`src/rtl/pipe_stage_buf.sv`:
```
// pipe_stage_buf: 2-entry in-order skid buffer between two pipeline stages.
// Upstream side: in_valid/in_ready/in_instr/in_data. bubble writes a NOP entry
// instead of upstream data. flush empties the stage.
// Downstream side: out_valid/out_ready/out_instr/out_data. occupancy is 0..2.
// Clock clk, synchronous active-high reset rst.
// Optional macro PIPE_STAGE_BUF_STATS_EN adds the saturating bubble_cnt and
// stall_cnt outputs.
module pipe_stage_buf #(
  parameter int unsigned DATA_W = 64,
  parameter int unsigned INSTR_W = 16,
  parameter logic [INSTR_W-1:0] NOP_INSTR = 16'h0800
) (
  input  logic               clk,
  input  logic               rst,
  input  logic               in_valid,
  output logic               in_ready,
  input  logic [INSTR_W-1:0] in_instr,
  input  logic [DATA_W-1:0]  in_data,
  input  logic               bubble,
  input  logic               flush,
  output logic               out_valid,
  input  logic               out_ready,
  output logic [INSTR_W-1:0] out_instr,
  output logic [DATA_W-1:0]  out_data,
`ifdef PIPE_STAGE_BUF_STATS_EN
  output logic [15:0]        bubble_cnt,
  output logic [15:0]        stall_cnt,
`endif
  output logic [1:0]         occupancy
);

  typedef enum logic [1:0] {
    EMPTY = 2'd0,
    ONE   = 2'd1,
    FULL  = 2'd2
  } state_e;

  state_e state_q, state_d;

  // head is the entry presented downstream, tail is the skid slot
  logic [INSTR_W-1:0] head_instr_q, head_instr_d;
  logic [DATA_W-1:0]  head_data_q, head_data_d;
  logic [INSTR_W-1:0] tail_instr_q, tail_instr_d;
  logic [DATA_W-1:0]  tail_data_q, tail_data_d;

  logic               not_full;
  logic               push;
  logic               wr_bubble;
  logic               wr;
  logic               pop;
  logic [INSTR_W-1:0] wr_instr;
  logic [DATA_W-1:0]  wr_data;

  assign not_full  = (state_q != FULL);
  assign in_ready  = not_full & ~bubble & ~flush;
  assign push      = in_valid & in_ready;
  assign wr_bubble = bubble & ~flush & not_full;
  assign wr        = push | wr_bubble;
  assign out_valid = (state_q != EMPTY);
  assign pop       = out_valid & out_ready;
  assign occupancy = state_q;

  // push and wr_bubble are mutually exclusive since in_ready masks bubble
  assign wr_instr = wr_bubble ? NOP_INSTR : in_instr;
  assign wr_data  = wr_bubble ? '0 : in_data;

  assign out_instr = out_valid ? head_instr_q : NOP_INSTR;
  assign out_data  = out_valid ? head_data_q : '0;

  always_comb begin
    state_d      = state_q;
    head_instr_d = head_instr_q;
    head_data_d  = head_data_q;
    tail_instr_d = tail_instr_q;
    tail_data_d  = tail_data_q;
    if (flush) begin
      state_d = EMPTY;
    end else begin
      unique case (state_q)
        EMPTY: begin
          if (wr) begin
            head_instr_d = wr_instr;
            head_data_d  = wr_data;
            state_d      = ONE;
          end
        end
        ONE: begin
          unique case ({wr, pop})
            2'b10: begin
              tail_instr_d = wr_instr;
              tail_data_d  = wr_data;
              state_d      = FULL;
            end
            // head leaves as the new entry arrives: it becomes the head
            2'b11: begin
              head_instr_d = wr_instr;
              head_data_d  = wr_data;
            end
            2'b01: state_d = EMPTY;
            default: ;
          endcase
        end
        FULL: begin
          // no write is possible while full
          if (pop) begin
            head_instr_d = tail_instr_q;
            head_data_d  = tail_data_q;
            state_d      = ONE;
          end
        end
        default: state_d = EMPTY;
      endcase
    end
  end

  always_ff @(posedge clk) begin
    if (rst) begin
      state_q      <= EMPTY;
      head_instr_q <= NOP_INSTR;
      head_data_q  <= '0;
      tail_instr_q <= NOP_INSTR;
      tail_data_q  <= '0;
    end else begin
      state_q      <= state_d;
      head_instr_q <= head_instr_d;
      head_data_q  <= head_data_d;
      tail_instr_q <= tail_instr_d;
      tail_data_q  <= tail_data_d;
    end
  end

`ifdef PIPE_STAGE_BUF_STATS_EN
  logic [15:0] bubble_cnt_q, bubble_cnt_d;
  logic [15:0] stall_cnt_q, stall_cnt_d;

  always_comb begin
    bubble_cnt_d = bubble_cnt_q;
    stall_cnt_d  = stall_cnt_q;
    if (wr_bubble && bubble_cnt_q != 16'hFFFF) begin
      bubble_cnt_d = bubble_cnt_q + 16'd1;
    end
    if (out_valid && !out_ready && stall_cnt_q != 16'hFFFF) begin
      stall_cnt_d = stall_cnt_q + 16'd1;
    end
  end

  always_ff @(posedge clk) begin
    if (rst) begin
      bubble_cnt_q <= '0;
      stall_cnt_q  <= '0;
    end else begin
      bubble_cnt_q <= bubble_cnt_d;
      stall_cnt_q  <= stall_cnt_d;
    end
  end

  assign bubble_cnt = bubble_cnt_q;
  assign stall_cnt  = stall_cnt_q;
`endif

endmodule

```
`config.mk`:
```
export PLATFORM = sky130hd
export DESIGN_NAME = pipe_stage_buf
export DESIGN_NICKNAME = d
export VERILOG_FILES = /design/src/rtl/pipe_stage_buf.sv
export SDC_FILE = /design/constraint.sdc
export NUM_CORES = 1
export LEC_CHECK = 0
export BUFFER_PORTS_ARGS = -buffer_cell sky130_fd_sc_hd__buf_4
export CAP_MARGIN = 10
export CORE_MARGIN = 2
export CORE_UTILIZATION = 58
export DETAILED_ROUTE_END_ITERATION = 10
export PLACE_DENSITY_LB_ADDON = 0.15
export RECOVER_POWER = 25
export SYNTH_ARGS = -nofsm -noshare
export SYNTH_HDL_FRONTEND = slang
export SYNTH_SLANG_ARGS = --single-unit
```
`constraint.sdc`:
```
create_clock -name clk -period 5.4 [get_ports clk]
set_input_delay 1.08 -clock clk [delete_from_list [all_inputs] [get_ports clk]]
set_output_delay 1.08 -clock clk [all_outputs]
set_load 0.02 [all_outputs]
```
==> impl_metrics.env <==
export IMPL_row_count=40
export IMPL_cts_buffers=17
export IMPL_p_comb_frac=0.124
export IMPL_switching_share=0.253
export IMPL_ant_nets=0
export IMPL_hold_path_class="flop to flop"
export IMPL_synth_commonest_cells="dfxtp_1, a21oi_1, and2_1, nand3b_1"
export IMPL_netlist_instances=850
export IMPL_core_um2=12200
export IMPL_cts_tree="done"
export IMPL_async_flop_share=0
export IMPL_wl_met1_um=8380
export IMPL_cts_sinks=162
export IMPL_grt_antenna_before_repair=0
export IMPL_wirelength_um=20000
export IMPL_remaining_drc_errors=0
export IMPL_hold_slack_ns=0.450
export IMPL_wl_met3_um=1280
export IMPL_port_buffers=169
export IMPL_post_route_min_period_ns=3.84
export IMPL_dr_wl_met2_um=9930
export IMPL_grt_use_total=0.290
export IMPL_dieWidth_um=116
export IMPL_max_freq_mhz=260
export IMPL_drt_iter0_markers=651
export IMPL_cts_root_buf="clkbuf_16"
export IMPL_hold_buffers=0
export IMPL_hold_viol=0
export IMPL_route_vias_total=6920
export IMPL_fin_nets=1040
export IMPL_p_int_mw=1.99
export IMPL_skew_ns=0.00510
export IMPL_required_ns=4.32
export IMPL_yosys_area_top_type="dfxtp_1"
export IMPL_synth_area_um2=7300
export IMPL_antennaDiodeCount=0
export IMPL_drv_cap=1
export IMPL_gr_total_overflow=0
export IMPL_drt_pass1_iter_count=6
export IMPL_postCtsSetupBuffers=0
export IMPL_switchingPower_mw=0.673
export IMPL_worstSkewPairLatency_ns=0.42
export IMPL_ctsHtreeMaxLevel=4
export IMPL_dp_hpwl_um=11800
export IMPL_syn_area_per_cell_um2=8.58
export IMPL_ys_flop_type="dfxtp_1"
export IMPL_dp_cells=1100
export IMPL_drv_slew=82
export IMPL_routabilityCongestion=0.803
export IMPL_clk_path_buf_depth=2
export IMPL_yosys_cell_types_count=30
export IMPL_synth_edf_count=0
export IMPL_grt_max_degree=115
export IMPL_finalSetupViolCount=0
export IMPL_die_y_um=116
export IMPL_path_clk_slew_ns=0.06
export IMPL_yosysTopAreaCellShare=0.444
export IMPL_leakagePower_nw=3.28
export IMPL_rsz0062_at_grt="no"
export IMPL_die_area_um2=13500
export IMPL_post_route_period_util=0.712
export IMPL_critical_path_arrival_ns=2.76
export IMPL_finalSetupTns_ns=0
export IMPL_syn_to_final_growth_pct=21.8
export IMPL_fillerInstances=978
export IMPL_pwr_density_cell_nw_per_um2=299
export IMPL_viasPerCell=6.12
export IMPL_yosysSeqAreaShare=0.444
export IMPL_wl_per_cell_um=17.7
export IMPL_start_kind="flop"
export IMPL_p_seq_frac=0.479
export IMPL_crit_path_end_kind="primary output"
export IMPL_worst_slew_pin_slew_ns=1.77
export IMPL_path_max_fanout=81
export IMPL_start_util=0.600
export IMPL_cts_resized=0
export IMPL_violations="capacitance limit, slew limit"
export IMPL_yosys_register_bits=162
export IMPL_highest_layer="met4"
export IMPL_drive_gt1_frac=0.194
export IMPL_yosysMostFrequentCell="dfxtp_1"
export IMPL_grt_pass1_vias=6387
export IMPL_synthTopCellsByArea="dfxtp_1, a21oi_1, nand3b_1, a211oi_1, a22oi_1"
export IMPL_finalNonFillerCells=1131
export IMPL_slew_headroom=-0.181
export IMPL_path_class="flop to primary output"
export IMPL_io_pins=170
export IMPL_synth_nets=939
export IMPL_ys_warn_count=0
export IMPL_grt_pass1_wl_um=31300
export IMPL_pwr_share_clk=0.397
export IMPL_status="complete, but fails checks"
export IMPL_vdd_ir_drop_worst_v=0.000175
==> power by group through the flow <==
stage          clock (mW)  combinational (mW)  sequential, mW
3_5_place_dp            0               0.331            1.30
5_1_grt              1.11               0.360            1.28
6_report             1.06               0.330            1.27
4_1_cts              1.06               0.332            1.27
2_1_floorplan           0               0.212            1.29
3_3_place_gp            0               0.322            1.30
==> cells in the final DEF (no fill, tap or decap), types with 2 or more instances in the layout <==
cell type / netlist / layout
buf_4: 4 / 149
clkbuf_1: 56 / 34
a22oi_1: 79 / 79
inv_1: 2 / 2
nor2_1: 5 / 5
dfxtp_1: 162 / 162
ha_1: 3 / 3
a211oi_1: 79 / 79
clkbuf_2: 0 / 2
clkinv_2: 0 / 7
nor3_1: 4 / 4
a21oi_1: 158 / 158
nand2b_1: 3 / 3
nand3b_1: 80 / 80
clkbuf_16: 0 / 17
clkbuf_8: 0 / 2
nand2_1: 79 / 79
and2_1: 82 / 52
and2_0: 0 / 29
==> registers in the layout, summed over array words and instances, names as in the netlist <==
register	flops
occupancy	2
head_data_q	64
tail_instr_q	16
head_instr_q	16
tail_data_q	64
==> cells by family (layout without fill, tap and decap cells) <==
kind of cell	Yosys count	in the layout	share of synthesized area
compound gates	324	324	0.281
simple gates	260	260	0.209
flops	162	162	0.444
buf+inv	101	214	0.0602
fa+ha+maj	3	3	0.00514
==> cell type report <==
| type | count | area, um2 | share of cell area |
|---|---|---|---|
| Multi-Input combinational cell | 587 | 3660 | 0.412 |
| Sequential cell | 162 | 3240 | 0.365 |
| Timing Repair Buffer | 181 | 1260 | 0.141 |
| Clock buffer | 24 | 472 | 0.0531 |
| Tap cell | 168 | 210 | 0.0237 |
| Clock inverter | 7 | 35.0 | 0.00394 |
| Inverter | 2 | 7.51 | 0.000845 |
==> worst max-delay path, cell delays in order, from the launching register on <==
cell	delay [ns]
dfxtp_1	0.64
or2_2	0.21
clkbuf_2	0.95
and2_1	0.24
clkbuf_1	0.26
==> per-stage QoR <==
step                worst slack [ns]  total power [mW]  area, um2  utilization
floorplan                       2.39              1.50       7300            -
global placement                1.43              1.62       8490        0.698
detailed placement              1.26              1.63       8490        0.698
CTS                             1.61              2.67       9000        0.740
global route                    1.38              2.75       8890        0.731
finish                          1.56              2.66       8890        0.731
==> final timing paths <==
path / start / endpoint / slack [ns] / cells after the start
worst max-delay path: occupancy[0]$_SDFFE_PP0P_ / out_data[51] / 1.56 / 4
worst min-delay path: tail_data_q[11]$_SDFFE_PP0P_ / tail_data_q[11]$_SDFFE_PP0P_ / 0.45 / 2
worst max register to register: occupancy[1]$_SDFFE_PP0P_ / tail_data_q[26]$_SDFFE_PP0P_ / 2.01 / 7
worst min register to register: tail_data_q[11]$_SDFFE_PP0P_ / tail_data_q[11]$_SDFFE_PP0P_ / 0.45 / 2
==> metal layers <==
layer / track usage / vias to the layer above
li1: - / 3266
met1: 0.383 / 3342
met2: 0.485 / 280
met3: 0.0436 / 32
met4: 0.110 / 0
met5: 0 / -
No activity file was read; power rests on OpenSTA's default activity.
